`src/rtl/c2c_pkg.sv`:
```
// c2c_pkg: shared definitions for the chip-to-chip link controller.
//   - linkState_t : bring-up FSM state encoding
//   - header bit positions, payload width and the idle word on the ring
//   - txWord_t    : ring word layout {valid, src_id, payload}
package c2c_pkg;

    typedef enum logic [2:0] {
        ST_IDLE = 3'd0,
        ST_RST  = 3'd1,
        ST_CAL  = 3'd2,
        ST_SYNC = 3'd3,
        ST_UP   = 3'd4
    } linkState_t;

    localparam int VALID_BIT = 63;
    localparam int SRC_BIT   = 62;
    localparam int PAYLOAD_W = 62;
    localparam int WORD_W    = 64;

    localparam logic [WORD_W-1:0] IDLE_WORD = 64'h0;

    typedef struct packed {
        logic                 valid;    // bit VALID_BIT
        logic                 src;      // bit SRC_BIT
        logic [PAYLOAD_W-1:0] payload;
    } txWord_t;

    function automatic txWord_t mkWord(input logic src, input logic [PAYLOAD_W-1:0] data);
        txWord_t w;
        w.valid   = 1'b1;
        w.src     = src;
        w.payload = data;
        return w;
    endfunction

endpackage

```
`src/rtl/rr_arb2.sv`:
```
// rr_arb2: two-way round-robin arbiter.
//   CLK, Reset : clock, synchronous active-high reset
//   clear      : re-arm the pointer so requester 0 wins next
//   advance    : a grant was consumed this cycle; move the pointer
//   reqValid   : per-requester valid
//   grant      : one-hot (or zero) grant, combinational
module rr_arb2 (
    input  logic       CLK,
    input  logic       Reset,
    input  logic       clear,
    input  logic       advance,
    input  logic [1:0] reqValid,
    output logic [1:0] grant
);

    // High when requester 1 took the last grant, so requester 0 is favoured.
    logic lastWas1;

    always_comb begin
        grant[0] = reqValid[0] & (~reqValid[1] | lastWas1);
        grant[1] = reqValid[1] & ~grant[0];
    end

    always_ff @(posedge CLK) begin
        if (Reset || clear)
            lastWas1 <= 1'b1;
        else if (advance)
            lastWas1 <= grant[1];
    end

endmodule

```
`src/rtl/c2c_link_ctrl.sv`:
```
// c2c_link_ctrl: bring-up FSM and two-requester transmit mux for a ring link.
//   CLK, Reset            : clock, synchronous active-high reset
//   partner_ready         : remote board powered and configured
//   link_lock / peer_lock : local / remote ring calibration complete
//   link_reset, lock_go   : ring Reset and lock_in controls
//   reqN_valid/data/ready : requester handshakes (ready is combinational)
//   tx_word               : ring din, {valid, src_id, payload}, one cycle after accept
//   link_up               : high in UP
//   retrain_cnt           : failed/dropped attempts, saturating
module c2c_link_ctrl
    import c2c_pkg::*;
#(
    parameter int RESET_CYCLES = 16,
    parameter int LOCK_TIMEOUT = 4096
) (
    input  logic                 CLK,
    input  logic                 Reset,
    input  logic                 partner_ready,
    input  logic                 link_lock,
    input  logic                 peer_lock,
    output logic                 link_reset,
    output logic                 lock_go,
    input  logic                 req0_valid,
    input  logic [PAYLOAD_W-1:0] req0_data,
    output logic                 req0_ready,
    input  logic                 req1_valid,
    input  logic [PAYLOAD_W-1:0] req1_data,
    output logic                 req1_ready,
    output logic [WORD_W-1:0]    tx_word,
    output logic                 link_up,
    output logic [7:0]           retrain_cnt
);

    localparam int MAX_CNT = (LOCK_TIMEOUT > RESET_CYCLES) ? LOCK_TIMEOUT : RESET_CYCLES;
    localparam int CNT_W   = $clog2(MAX_CNT + 1);
    localparam logic [CNT_W-1:0] RST_LAST = CNT_W'(RESET_CYCLES - 1);
    localparam logic [CNT_W-1:0] CAL_LAST = CNT_W'(LOCK_TIMEOUT - 1);

    linkState_t       state, nextState;
    logic [CNT_W-1:0] cnt;
    logic             bumpRetrain;
    logic             upHealthy;
    logic [1:0]       grant, accept;
    txWord_t          txQ;

    // ---------------- next-state ----------------
    always_comb begin
        nextState   = state;
        bumpRetrain = 1'b0;
        case (state)
            ST_IDLE: if (partner_ready) nextState = ST_RST;
            ST_RST: begin
                if (!partner_ready)       nextState = ST_IDLE;
                else if (cnt == RST_LAST) nextState = ST_CAL;
            end
            ST_CAL: begin
                if (!partner_ready)       nextState = ST_IDLE;
                else if (link_lock)       nextState = ST_SYNC;
                else if (cnt == CAL_LAST) begin
                    nextState   = ST_RST;
                    bumpRetrain = 1'b1;
                end
            end
            ST_SYNC: begin
                if (!partner_ready)       nextState = ST_IDLE;
                else if (!link_lock) begin
                    nextState   = ST_RST;
                    bumpRetrain = 1'b1;
                end
                else if (peer_lock)       nextState = ST_UP;
            end
            ST_UP: begin
                // Partner loss here is a dropped link, so it retrains rather than idling.
                if (!partner_ready || !link_lock || !peer_lock) begin
                    nextState   = ST_RST;
                    bumpRetrain = 1'b1;
                end
            end
            default: nextState = ST_IDLE;
        endcase
    end

    // ---------------- arbitration / handshake ----------------
    // Accept only while UP and staying UP, so no payload is taken on the
    // cycle the link is being torn down.
    assign upHealthy = (state == ST_UP) & partner_ready & link_lock & peer_lock;

    rr_arb2 uArb (
        .CLK      (CLK),
        .Reset    (Reset),
        .clear    (state != ST_UP),
        .advance  (|accept),
        .reqValid ({req1_valid, req0_valid}),
        .grant    (grant)
    );

    assign accept     = grant & {2{upHealthy}};
    assign req0_ready = accept[0];
    assign req1_ready = accept[1];

    // ---------------- state, counters, registered outputs ----------------
    always_ff @(posedge CLK) begin
        if (Reset) begin
            state       <= ST_IDLE;
            cnt         <= '0;
            retrain_cnt <= 8'd0;
            lock_go     <= 1'b0;
            txQ         <= txWord_t'(IDLE_WORD);
        end else begin
            state <= nextState;
            // Restart on every state change; hold at all-ones instead of wrapping.
            if (nextState != state)
                cnt <= '0;
            else if (cnt != {CNT_W{1'b1}})
                cnt <= cnt + CNT_W'(1);
            if (bumpRetrain && retrain_cnt != 8'hFF)
                retrain_cnt <= retrain_cnt + 8'd1;
            // Registered from nextState so it rises with link_up.
            lock_go <= (nextState == ST_UP);
            if (accept[0])
                txQ <= mkWord(1'b0, req0_data);
            else if (accept[1])
                txQ <= mkWord(1'b1, req1_data);
            else
                txQ <= txWord_t'(IDLE_WORD);
        end
    end

    assign tx_word    = txQ;
    assign link_up    = (state == ST_UP);
    assign link_reset = (state == ST_IDLE) || (state == ST_RST);

endmodule

```
`config.mk`:
```
export PLATFORM = sky130hd
export DESIGN_NAME = c2c_link_ctrl
export DESIGN_NICKNAME = d
export VERILOG_FILES = /design/src/rtl/c2c_pkg.sv /design/src/rtl/rr_arb2.sv /design/src/rtl/c2c_link_ctrl.sv
export SDC_FILE = /design/constraint.sdc
export NUM_CORES = 1
export LEC_CHECK = 0
export CORE_MARGIN = 2
export CORE_UTILIZATION = 37
export CTS_CLUSTER_DIAMETER = 100
export DETAILED_ROUTE_END_ITERATION = 16
export GPL_ROUTABILITY_DRIVEN = 0
export PLACE_DENSITY_LB_ADDON = 0.2
export SLEW_MARGIN = 25
export SYNTH_ARGS = -nofsm -noshare
export SYNTH_HDL_FRONTEND = slang
export SYNTH_HIERARCHICAL = 1
export SYNTH_SLANG_ARGS = --single-unit
```
`constraint.sdc`:
```
create_clock -name CLK -period 2.49 [get_ports CLK]
set_input_delay 0.249 -clock CLK [delete_from_list [all_inputs] [get_ports CLK]]
set_output_delay 0.249 -clock CLK [all_outputs]
set_load 0.1 [all_outputs]
```
==> metrics <==
status=finished clean; total power=2.61 mW; worst-path cell chain=or3b_1, nor2_4, nand2_1, inv_1, buf_12; clk_skew=0.0159 ns; Yosys cell types=52; # Post-CTS Setup Buffers=0; slowest CP cell=or3b_1; layout cells sized above 1=20.9%; Total Neg Setup Slack=0 ns; cell with the most instances after synthesis=dfxtp_1; CP Class=flip-flop to output pin; highest routing layer actually used=met4; # diodes=0; reg2reg setup slack=0.24 ns; relative slew slack=43.2%; Avg Synthesized Cell Area=10.8 um2; CP max FO=9; clock sink count=90; I/O Buffers=207; routed wl met2=5.39 mm; number of global-route vias before repair=2918; Starting Density=37.7%; Max Clk Rate=0.442 GHz; Worst Path Arrival=2.01 ns; yosys synthesis warning count=6; clock-pin slew on the worst setup and hold paths=0.10 ns; final hold violation count=0; Max VDD drop=297 uV; Routed WL=11.1 mm; RSZ-0062 raised after global routing=false; row count=35; final slew viol count=0; initial antenna violation count=0; metal3 WL=901 um; initial DRC count=84; worst hold slack=0.482 ns; # placed instances=621; leakage power=2.30 nW; gr ovfl total=0; CTS tree=yes; CP Capture Type=output pin; period utilisation layout=90.9%; leading area contributor after synthesis=dfxtp_1; #FFs+latches synth=90; pin count of the biggest net entering global routing=39; Die W=101 um; Maximum Capacitance Violations=0; Synth top area share=52.2%; Post-synth top cells=dfxtp_1, a22o_1, buf_2, nor3_1, nand3_1; clk_lat worst skew=0.35 ns; Synth Net Count=454; die height=101 um; number of gates resized after CTS=0; Crit path buffers/inverters=2; hold crit path type=primary input to flip-flop; Via density=5.16; root buf cell=clkbuf_8; crit-path leading delay family=simple AND/OR/NAND/NOR gates; Main synth FF type=dfxtp_1; CTS Hold Bufs=0; Post-synth EDFFs=0; Synth Cell Area=3450 um2; Synth area leaders=dfxtp_1, a22o_1, buf_6, buf_2, nor3_1; Synth async-reset ratio=0%; slowest stage delay, CP=0.55 ns; endpoints failing setup=0; final-stage net count=654; pwr/cell area=465 nW/um2; CTS max path bufs=2; die area=10100 um2; post-route minimum period=2.26 ns; CTS Buf Count=9; data required time of the critical path=2.24 ns; Total Routing Usage GR=20.5%; drt drc=0; utilization after layout=61.3%; Core Area=9150 um2; H-Tree Depth=3; first-pass GRT wire length=16.0 mm; DP Wirelength=8.33 mm; DRT antenna net count=0; post-synthesis cell count=321; wire per inst=17.3 um; Startpoint Class=flip-flop; share of the yosys chip area belonging to registers=52.2%; DRT Pass-1 Iters=4; Area Growth Syn to Fin=62.4%; Post-Layout Cell Count=637; Via Count=3287; Slew @ Worst Pin=0.846 ns; Top Ports=208; met1 WL=4.59 mm
[path summary, 6_finish.rpt]
check	endpoint	from	cells after the start
worst min-delay path	tx_word[19]	req1_data[19]	2
worst max register to register	cnt[9]	cnt[0]	6
worst min register to register	retrain_cnt[5]	retrain_cnt[5]	2
worst max-delay path	req0_ready	state[2]	5
[state kept, by name (all words and copies together), names as in the netlist]
register       cells
cnt               13
lock_go            1
retrain_cnt        8
state              3
tx_word           64
uArb/lastWas1      1
[per-stage QoR]
| step | setup slack, ns | area (um2) |
|---|---|---|
| after detailed placement | 0.238 | 5430 |
| after floorplan | 0.309 | 3450 |
| final | 0.228 | 5610 |
| after CTS | 0.205 | 5610 |
| after global routing | 0.0518 | 5610 |
| after global placement | 0.317 | 5430 |
[worst register-to-register path, delay by kind of cell, from the launching register on]
family | cells | cell delay [ns]
AND/OR/NAND/NOR | 4 | 0.79
AO/OA/AOI/OAI | 1 | 0.67
flip-flops | 1 | 0.41
adder cells (fa/ha/maj) | 1 | 0.22
[logic make-up after synthesis]
kind of cell / Yosys count / share of synthesized area, %
DFF: 90 / 52.2
xor gates and xnor gates: 8 / 2.03
muxes: 2 / 0.580
and+or+nand+nor: 74 / 12.9
AOI/OAI and AO/OA: 110 / 25.6
buffers and inverters: 35 / 6.02
adders and majority gates: 2 / 0.725
[cell usage in the layout, fill, tap and decap left out, types with 2 or more instances in the layout]
| cell | netlist | final |
|---|---|---|
| a211oi_1 | 4 | 4 |
| a21oi_1 | 11 | 11 |
| a21oi_2 | 2 | 2 |
| a22o_1 | 62 | 62 |
| a31oi_1 | 4 | 4 |
| a41o_1 | 2 | 2 |
| and3_1 | 5 | 5 |
| and4_1 | 2 | 2 |
| buf_12 | 0 | 5 |
| buf_4 | 0 | 81 |
| clkbuf_8 | 0 | 10 |
| clkdlybuf4s50_1 | 0 | 130 |
| clkinvlp_4 | 0 | 2 |
| dfxtp_1 | 90 | 90 |
| ha_1 | 2 | 2 |
| inv_1 | 8 | 8 |
| mux2i_1 | 2 | 2 |
| nand2_1 | 7 | 7 |
| nand3_1 | 12 | 12 |
| nand3b_1 | 2 | 2 |
| nand4_1 | 7 | 7 |
| nand4b_1 | 2 | 2 |
| nor2_1 | 5 | 5 |
| nor2_4 | 1 | 2 |
| nor3_1 | 13 | 13 |
| nor4_1 | 2 | 2 |
| nor4b_1 | 2 | 2 |
| o21ai_0 | 5 | 5 |
| o21ai_1 | 3 | 3 |
| o311ai_1 | 3 | 3 |
| o31ai_1 | 2 | 2 |
| o41ai_1 | 3 | 3 |
| or3_1 | 3 | 3 |
| or3b_1 | 2 | 2 |
| xnor2_1 | 3 | 3 |
| xor2_1 | 5 | 5 |
[routing by layer]
metal,vias up,GRT usage (%)
met5,-,0
li1,1623,-
met4,0,6.01
met1,1533,25.4
met3,14,8.25
met2,117,32.8
[power breakdown]
part	switching, mW	internal [mW]
Combinational	0.0599	0.193
Sequential	0.00492	1.44
Clock	0.515	0.394
[layout make-up]
class	instances	area [um2]
Multi-Input combinational cell	196	1450
Sequential cell	90	1800
Clock inverter	5	37.5
Timing Repair Buffer	216	2010
Tap cell	111	139
Inverter	8	30.0
Fill cell	734	3550
Clock buffer	11	141
(Power assumes the default switching activity.)
